<file path="config.mk">
export PLATFORM = sky130hd
export DESIGN_NAME = oled_i2c_seq
export DESIGN_NICKNAME = d
export VERILOG_FILES = /design/src/rtl/oled_i2c_seq.sv
export SDC_FILE = /design/constraint.sdc
export NUM_CORES = 1
export LEC_CHECK = 0
export ABC_AREA = 1
export BUFFER_PORTS_ARGS = -buffer_cell sky130_fd_sc_hd__buf_2
export CAP_MARGIN = 30
export CORE_AREA = 2 2 131 133
export DETAILED_ROUTE_END_ITERATION = 10
export DIE_AREA = 0 0 133 135
export GPL_TIMING_DRIVEN = 0
export SKIP_CTS_REPAIR_TIMING = 1
export SLEW_MARGIN = 20
export SYNTH_ARGS = -nofsm -noshare
export SYNTH_HDL_FRONTEND = slang
export SYNTH_SLANG_ARGS = --single-unit
</file>
<file path="constraint.sdc">
create_clock -name CLK -period 1.9 [get_ports CLK]
set_input_delay 0.095 -clock CLK [delete_from_list [all_inputs] [get_ports CLK]]
set_output_delay 0.095 -clock CLK [all_outputs]
set_load 0.05 [all_outputs]
</file>
<file path="src/rtl/oled_i2c_seq.sv">
// Command/data byte sequencer for an SSD1306-style OLED over a byte-level I2C master.
// Optional NACK retry is enabled by defining the macro NACK_RETRY_EN.
module oled_i2c_seq #(
  parameter int         DEPTH     = 16,
  parameter logic [7:0] DEV_ADDR  = 8'h78,
  parameter int         MAX_BURST = 32,
  parameter int         RETRY_MAX = 3
) (
  input  logic       CLK,
  input  logic       ASYNC_RST_L,
  input  logic [7:0] CMD_DAT,
  input  logic       DC,
  input  logic       WR,
  input  logic       ERR_CLR,
  output logic       FULL,
  output logic       EMPTY,
  output logic       BUSY,
  output logic       ERR,
  output logic [7:0] M_BYTE,
  output logic       M_VALID,
  output logic       M_FIRST,
  output logic       M_LAST,
  input  logic       M_READY,
  input  logic       M_DONE,
  input  logic       M_ACK
);

  localparam int AW = $clog2(DEPTH);
  localparam int CW = AW + 1;
  localparam int BW = $clog2(MAX_BURST + 1);

  // Handshake: a byte request is offered while M_VALID=1 with M_BYTE/M_FIRST/M_LAST
  // stable; it is taken on the rising edge where M_READY=1. The master then reports
  // completion with a one-cycle M_DONE, M_ACK qualifying it.
  typedef enum logic [2:0] {
    S_IDLE, S_ADDR_REQ, S_ADDR_WAIT, S_CTRL_REQ, S_CTRL_WAIT, S_DATA_REQ, S_DATA_WAIT
  } state_t;

  state_t state, state_nx;

  logic [8:0]    mem [DEPTH];
  logic [AW-1:0] wr_ptr, rd_ptr;
  logic [CW-1:0] count;
  logic [BW-1:0] burst;
  logic [8:0]    head;
  logic          next_dc;
  logic          type_q, last_q, last_held, err_q;
  logic          push, pop, abort, ack_done, last_now;

`ifdef NACK_RETRY_EN
  localparam int RW = (RETRY_MAX > 0) ? $clog2(RETRY_MAX + 1) : 1;
  logic [RW-1:0] retry_cnt;
  logic          retry;
`endif

  assign FULL     = (count == CW'(DEPTH));
  assign EMPTY    = (count == '0);
  assign BUSY     = (state != S_IDLE);
  assign ERR      = err_q;
  assign push     = WR && !FULL;
  assign ack_done = M_DONE && M_ACK;
  assign head     = mem[rd_ptr];
  assign next_dc  = mem[rd_ptr + AW'(1)][8];

  // A byte is the last of its burst if the burst is full, the FIFO runs dry,
  // or the following entry belongs to the other transaction type.
  assign last_now = (burst == BW'(MAX_BURST - 1)) || (count == CW'(1)) || (next_dc != type_q);

  always_ff @(posedge CLK) begin
    if (push) mem[wr_ptr] <= {DC, CMD_DAT};
  end

  always_ff @(posedge CLK or negedge ASYNC_RST_L) begin
    if (!ASYNC_RST_L) begin
      wr_ptr <= '0;
      rd_ptr <= '0;
      count  <= '0;
    end else if (abort) begin
      wr_ptr <= '0;
      rd_ptr <= '0;
      count  <= '0;
    end else begin
      if (push) wr_ptr <= wr_ptr + AW'(1);
      if (pop)  rd_ptr <= rd_ptr + AW'(1);
      if (push && !pop)      count <= count + CW'(1);
      else if (pop && !push) count <= count - CW'(1);
    end
  end

  always_comb begin
    state_nx = state;
    pop      = 1'b0;
    abort    = 1'b0;
`ifdef NACK_RETRY_EN
    retry    = 1'b0;
`endif
    case (state)
      S_IDLE:      if (!EMPTY)   state_nx = S_ADDR_REQ;
      S_ADDR_REQ:  if (M_READY)  state_nx = S_ADDR_WAIT;
      S_ADDR_WAIT: if (ack_done) state_nx = S_CTRL_REQ;
      S_CTRL_REQ:  if (M_READY)  state_nx = S_CTRL_WAIT;
      S_CTRL_WAIT: if (ack_done) state_nx = S_DATA_REQ;
      S_DATA_REQ:  if (M_READY)  state_nx = S_DATA_WAIT;
      S_DATA_WAIT: begin
        if (ack_done) begin
          pop      = 1'b1;
          state_nx = last_q ? S_IDLE : S_DATA_REQ;
        end
      end
      default:     state_nx = S_IDLE;
    endcase
    // The master has already sent STOP on a NACK; only the recovery path is chosen here.
    if (M_DONE && !M_ACK &&
        (state == S_ADDR_WAIT || state == S_CTRL_WAIT || state == S_DATA_WAIT)) begin
`ifdef NACK_RETRY_EN
      if (retry_cnt < RW'(RETRY_MAX)) begin
        retry    = 1'b1;
        state_nx = S_ADDR_REQ;
      end else begin
        abort    = 1'b1;
        state_nx = S_IDLE;
      end
`else
      abort    = 1'b1;
      state_nx = S_IDLE;
`endif
    end
  end

  always_comb begin
    M_VALID = 1'b0;
    M_FIRST = 1'b0;
    M_LAST  = 1'b0;
    M_BYTE  = '0;
    case (state)
      S_ADDR_REQ: begin
        M_VALID = 1'b1;
        M_FIRST = 1'b1;
        M_BYTE  = DEV_ADDR;
      end
      S_CTRL_REQ: begin
        M_VALID = 1'b1;
        M_BYTE  = type_q ? 8'h40 : 8'h00;
      end
      S_DATA_REQ: begin
        M_VALID = 1'b1;
        M_BYTE  = head[7:0];
        // Sampled on the first REQ cycle, then frozen so late pushes cannot flip it.
        M_LAST  = last_held ? last_q : last_now;
      end
      default: ;
    endcase
  end

  always_ff @(posedge CLK or negedge ASYNC_RST_L) begin
    if (!ASYNC_RST_L) begin
      state     <= S_IDLE;
      type_q    <= 1'b0;
      last_q    <= 1'b0;
      last_held <= 1'b0;
      burst     <= '0;
      err_q     <= 1'b0;
    end else begin
      state     <= state_nx;
      last_held <= (state == S_DATA_REQ) && (state_nx == S_DATA_REQ);
      if (state == S_IDLE && !EMPTY) type_q <= head[8];
      if (state == S_DATA_REQ)       last_q <= M_LAST;
      if (state_nx == S_ADDR_REQ && state != S_ADDR_REQ) burst <= '0;
      else if (pop)                                      burst <= burst + BW'(1);
      if (abort)        err_q <= 1'b1;
      else if (ERR_CLR) err_q <= 1'b0;
    end
  end

`ifdef NACK_RETRY_EN
  always_ff @(posedge CLK or negedge ASYNC_RST_L) begin
    if (!ASYNC_RST_L)                             retry_cnt <= '0;
    else if (state_nx == S_IDLE && state != S_IDLE) retry_cnt <= '0;
    else if (retry)                               retry_cnt <= retry_cnt + RW'(1);
  end
`endif

endmodule

</file>
# == Yosys cells after proc, flatten, opt, wreduce, memory -nomap -nowiden ==
# Memory sizes are Yosys's and may differ from the RTL's.
# Index checks and enable logic that the tools add are counted.
# word_totals
reg_bits,26
ram_bits,144
input_bits,16
output_inout_bits,15
elab_cells,87
memories,1
# classes
addsub,5
n_eq_ne,13
mux,32
reduce_logical,27
# mem_list
name,depth,word_bits,rd,rd_ports_with_merged_regs,wr,line,text
mem,16,9,2,0,1,41,logic [8:0] mem [DEPTH];
# ops
cell,count
$mux 3,9
$pmux 8 s3,1
$pmux 3 s7,1
$mux 4,4
$mux 5,3
$eq 3x3->1 const B,4
$mux 6,2
$mux 1,11
$logic_and 1x1->1,9
$add 4x1->4 const B,2
$reduce_bool 2->1,4
$mux 7,1
$add 6x1->6 const B,1
$eq 3x1->1 const B,2
$eq 3x2->1 const B,2
$eq 6x5->1 const B,1
$reduce_bool 3->1,2
$add 5x1->5 const B,1
$eq 5x1->1 const B,1
$eq 5x5->1 const B,1
$logic_not 1->1,5
$logic_not 5->1,1
$sub 5x1->5 const B,1
$logic_or 1x1->1,4
4 further kinds,4

# == Logic depth before layout (Yosys ltp) ==
# logic_depth
depth_word,8
depth_mapped,12
ltp_nobuf,10

# == Least setup slack after synthesis ==
# OpenSTA, ideal clock, no wires.
# synth_path
path_type,reg2out
startpoint,register state[0]
endpoint,output port M_BYTE[6]
arrival_time_ps,2043
t_required_ps,1805
path_slack_ps,-238
path_stages_with_launch,7
path_buffers,0
cell_sequence,dfrtp_1 > inv_1 > nor2_1 > inv_1 > nor2_1 > inv_1 > nand3_1
# synth_between
elab_chain_len,2
elab_cells_between_ends,4
cone_classes,eq/ne: 3; mux: 1
# synth_lines
element,line,text
"start, declared",39,"state_t state, state_nx;"
"start signal, assigned",164,state <= state_nx;
$eq 3x3->1 (tied with other cells),135,case (state)
$pmux 8 s3 (*),135,
"end, declared",19,"output logic [7:0] M_BYTE,"
# Every way passes the cells marked *; elsewhere a longest branch is shown, timed or not.

# == Worst setup path after layout ==
# layout_path
startpoint,register rd_ptr[0]
endpoint,output port M_LAST
# layout_between
elab_chain_len,6
# layout_lines
element,line,text
"start, declared",42,"logic [AW-1:0] wr_ptr, rd_ptr;"
"start signal, assigned",84,if (pop) rd_ptr <= rd_ptr + AW'(1);
$add 4x1->4,63,assign next_dc = mem[rd_ptr + AW'(1)][8];
$mem_v2 16x9,--,
$ne 1x1->1,67,assign last_now = (burst == BW'(MAX_BURST - 1)) || (count == CW'(1)) || (next_dc != type_q);
$logic_or 1x1->1,67,
$mux 1,149,M_LAST = last_held ? last_q : last_now;
$mux 1,135,
"end, declared",22,"output logic M_LAST,"
# Every way passes these cells.

==> results.cfg <==
[run_status]
outcome = complete, but fails checks
violations = negative setup slack

[setup_path]
worstReg2RegStart = count[0]
reg2reg_depth = 8
reg2reg_setup_slack_ns = 0.05
crit_type = flop to output pin
crit_path_start_kind = flop
arrival_ns = 2.18
path_max_fanout = 3
cp_slowest_stage_delay_ns = 0.44
crit_start = rd_ptr[0]
r2r_end = mem[3][7]
worstSetupEndpoint = M_LAST
crit_top_cell = nand3_1
worstSetupEndpointType = output pin
crit_slowest_cell = dfrtp_2
cp.required_ns = 1.80
cp_cell_sequence = buf_4, ha_4, xnor2_1, nand3_1, nand3_1, nand3_1, nand3_1, nand2_1, inv_1, buf_6

[floorplan]
die_area_sq_um = 18000
core-area_sq_um = 16400
die_w_microns = 133
initial_utilization = 0.464
io_pins = 31
num_rows = 47
die_h_microns = 135

[sta]
holdWs_ns = 0.00675
drv_slew = 0
fmax_mhz = 440
fin_ws_ns = -0.373
worst_slew_pin_slew_ns = 0.606
rsz0062_at_grt = yes
setup_viol = 9
fin_crit_sh = 1.20
hold_viol_final = 0
maxSlewHeadroom = 0.596
setup_tns_ns = -3.08
skew_ns = 0.0103
period_needed_ns = 2.27

[place]
dpl.hpwl_microns = 12900
dpl_cell_area_sq_um = 8150
place_ws_ns = -0.549
port_buffers = 30
place.gp.congestion = 0.898

[global_routing]
grt.total_usage = 0.225
antenna_found_initial = 0
grt_max_degree = 27
grt_pass1_vias = 5219
grt_pass1_wl_microns = 29600
gr-total-overflow = 0

[yosys]
synth-async-reset-ratio = 0.153
syn_area_sq_um = 7610
yosys_register_bits = 170
synth_nets = 724
synth_flop_cell = edfxtp_1
synth_cells = 698
ys_seq_area_frac = 0.654
synth_edf_count = 144
synth.distinct_cells = 39
syn-mean-instance-area_sq_um = 10.9
yosys_warnings = 0

[pwr]
power.total_mw = 14.6
p_leak_nw = 3.77
switchingPower_mw = 5.64
power_density_nw_per_um2 = 1520
power_switching_share = 0.386
seq_power_share = 0.329
combPwrFrac = 0.422
intPower_mw = 8.97
power.clock.fraction = 0.249
irDropWorstVdd_v = 0.000845

[drt]
drt-vias-per-instance = 5.49
vias = 5601
first_iter_violations = 653
firstDrtPassIters = 5
ant_nets = 0
wl_per_cell_microns = 19.8
drt_wl_total_microns = 20200
drc_errors = 0

[clocking]
clock_path_buffers = 2
htreeDepth = 4
cts-root-buf = clkbuf_16
clock-sinks = 170
cts_made_buffers = 17
clkLatencyLatePin_ns = 0.43
cts_tree = built
clkTransAtPathRegs_ns = 0.06

[layout]
area_growth_pct = 26.2
antenna_cells = 0
fin_nets = 814
drive_above_1_share = 0.239
postLayoutCellArea_sq_um = 9600

[hold_path]
hold_path_class = input pin to flop
min_delay_path_depth = 3

[run]
cap_violations = 0
## metrics by stage
| stage | instances | utilization |
|---|---|---|
| global route | 1020 | 0.585 |
| detailed placement | 955 | 0.497 |
| CTS | 986 | 0.535 |
| finish | 1020 | 0.585 |
| global placement | 948 | 0.491 |
| floorplan | 698 | - |
## cell usage after synthesis (3+ instances only)
master     instances  share of area
a21boi_0           6         0.0059
a21oi_1           24          0.016
buf_2              9         0.0059
buf_4              7         0.0069
buf_6              3         0.0044
clkbuf_1          10         0.0049
dfrtp_1           26          0.086
edfxtp_1         144           0.57
ha_1              10          0.016
inv_1             64          0.032
inv_2              4         0.0020
nand2_1          107          0.053
nand3_1           35          0.023
nor2_1            98          0.048
nor2_2             3         0.0025
nor3_1             5         0.0033
o2111ai_1          4         0.0046
o211ai_1          10         0.0099
o21ai_0           70          0.046
o221ai_1           7         0.0081
o22ai_1           21          0.017
xnor2_1            3         0.0035
xor2_1             8         0.0092
## worst max-delay path, delay by kind of cell (launching register included)
kind	cells	cell delay [ns]
xor gates and xnor gates	1	0.25
and+or+nand+nor	5	0.53
DFF	1	0.44
adders and majority gates	1	0.16
buffers and inverters	3	0.38
## placed cells by master, fill, tap and decap left out, drive strengths merged, types with 6 or more instances in the layout
| master | synthesis | final |
|---|---|---|
| inv | 69 | 72 |
| o221ai | 7 | 7 |
| clkbuf | 12 | 29 |
| xor2 | 8 | 8 |
| a21oi | 24 | 24 |
| ha | 10 | 10 |
| nor2 | 104 | 104 |
| edfxtp | 144 | 144 |
| nor3 | 8 | 8 |
| buf | 19 | 87 |
| o22ai | 21 | 21 |
| o211ai | 10 | 10 |
| nand3 | 36 | 36 |
| a21boi | 6 | 6 |
| o21ai | 72 | 72 |
| dfrtp | 26 | 26 |
| nand2 | 109 | 109 |
## metal layers
| metal | global-route usage | up-vias | routed length, microns |
|---|---|---|---|
| met3 | 0.0413 | 38 | 1530 |
| met4 | 0.0932 | 0 | 631 |
| met5 | 0 | - | 0 |
| met2 | 0.370 | 216 | 9870 |
| met1 | 0.295 | 2734 | 8120 |
| li1 | - | 2613 | - |
## cells by family (layout without fill, tap and decap cells)
logic type                 count (synthesis)  count (layout)  share of synthesized area
and+or+nand+nor                          260             260                      0.147
DFF                                      170             170                      0.654
AOI/OAI and AO/OA                        147             147                      0.112
buffers and inverters                    100             202                     0.0579
xor gates and xnor gates                  11              11                     0.0127
adders and majority gates                 10              10                     0.0164
## sequential cells by signal (all words and copies together), names as in the netlist
signal / count
mem: 144
type_q: 1
ERR: 1
last_q: 1
last_held: 1
wr_ptr: 4
state: 3
rd_ptr: 4
count: 5
burst: 6
## worst min path at each step
stage                 from        to  slack [ns]
6_report             M_ACK  state[2]       0.007
5_1_grt              M_ACK  state[1]        0.03
4_1_cts        ASYNC_RST_L  burst[2]       -0.31
3_5_place_dp   ASYNC_RST_L  burst[2]        0.14
3_3_place_gp   ASYNC_RST_L  burst[2]        0.13
2_1_floorplan  ASYNC_RST_L       ERR       -0.20
## final cells by class
cell class,instances,area [sq um]
buffer,31,332
clock buffer,17,425
clock inverter,14,193
fill,1299,6800
inverter,69,275
multi-input combinational,428,2420
sequential,170,4980
tap,220,275
timing repair buffer,71,703
## power groups by stage
| stage | clock, mW | sequential, mW | combinational [mW] |
|---|---|---|---|
| floorplan | 0 | 4.84 | 3.43 |
| global placement | 0 | 4.87 | 4.79 |
| detailed placement | 0 | 4.88 | 4.92 |
| CTS | 3.67 | 4.81 | 4.94 |
| global route | 3.81 | 4.86 | 6.66 |
| finish | 3.64 | 4.81 | 6.16 |
Power figures use the tool's default switching activity.
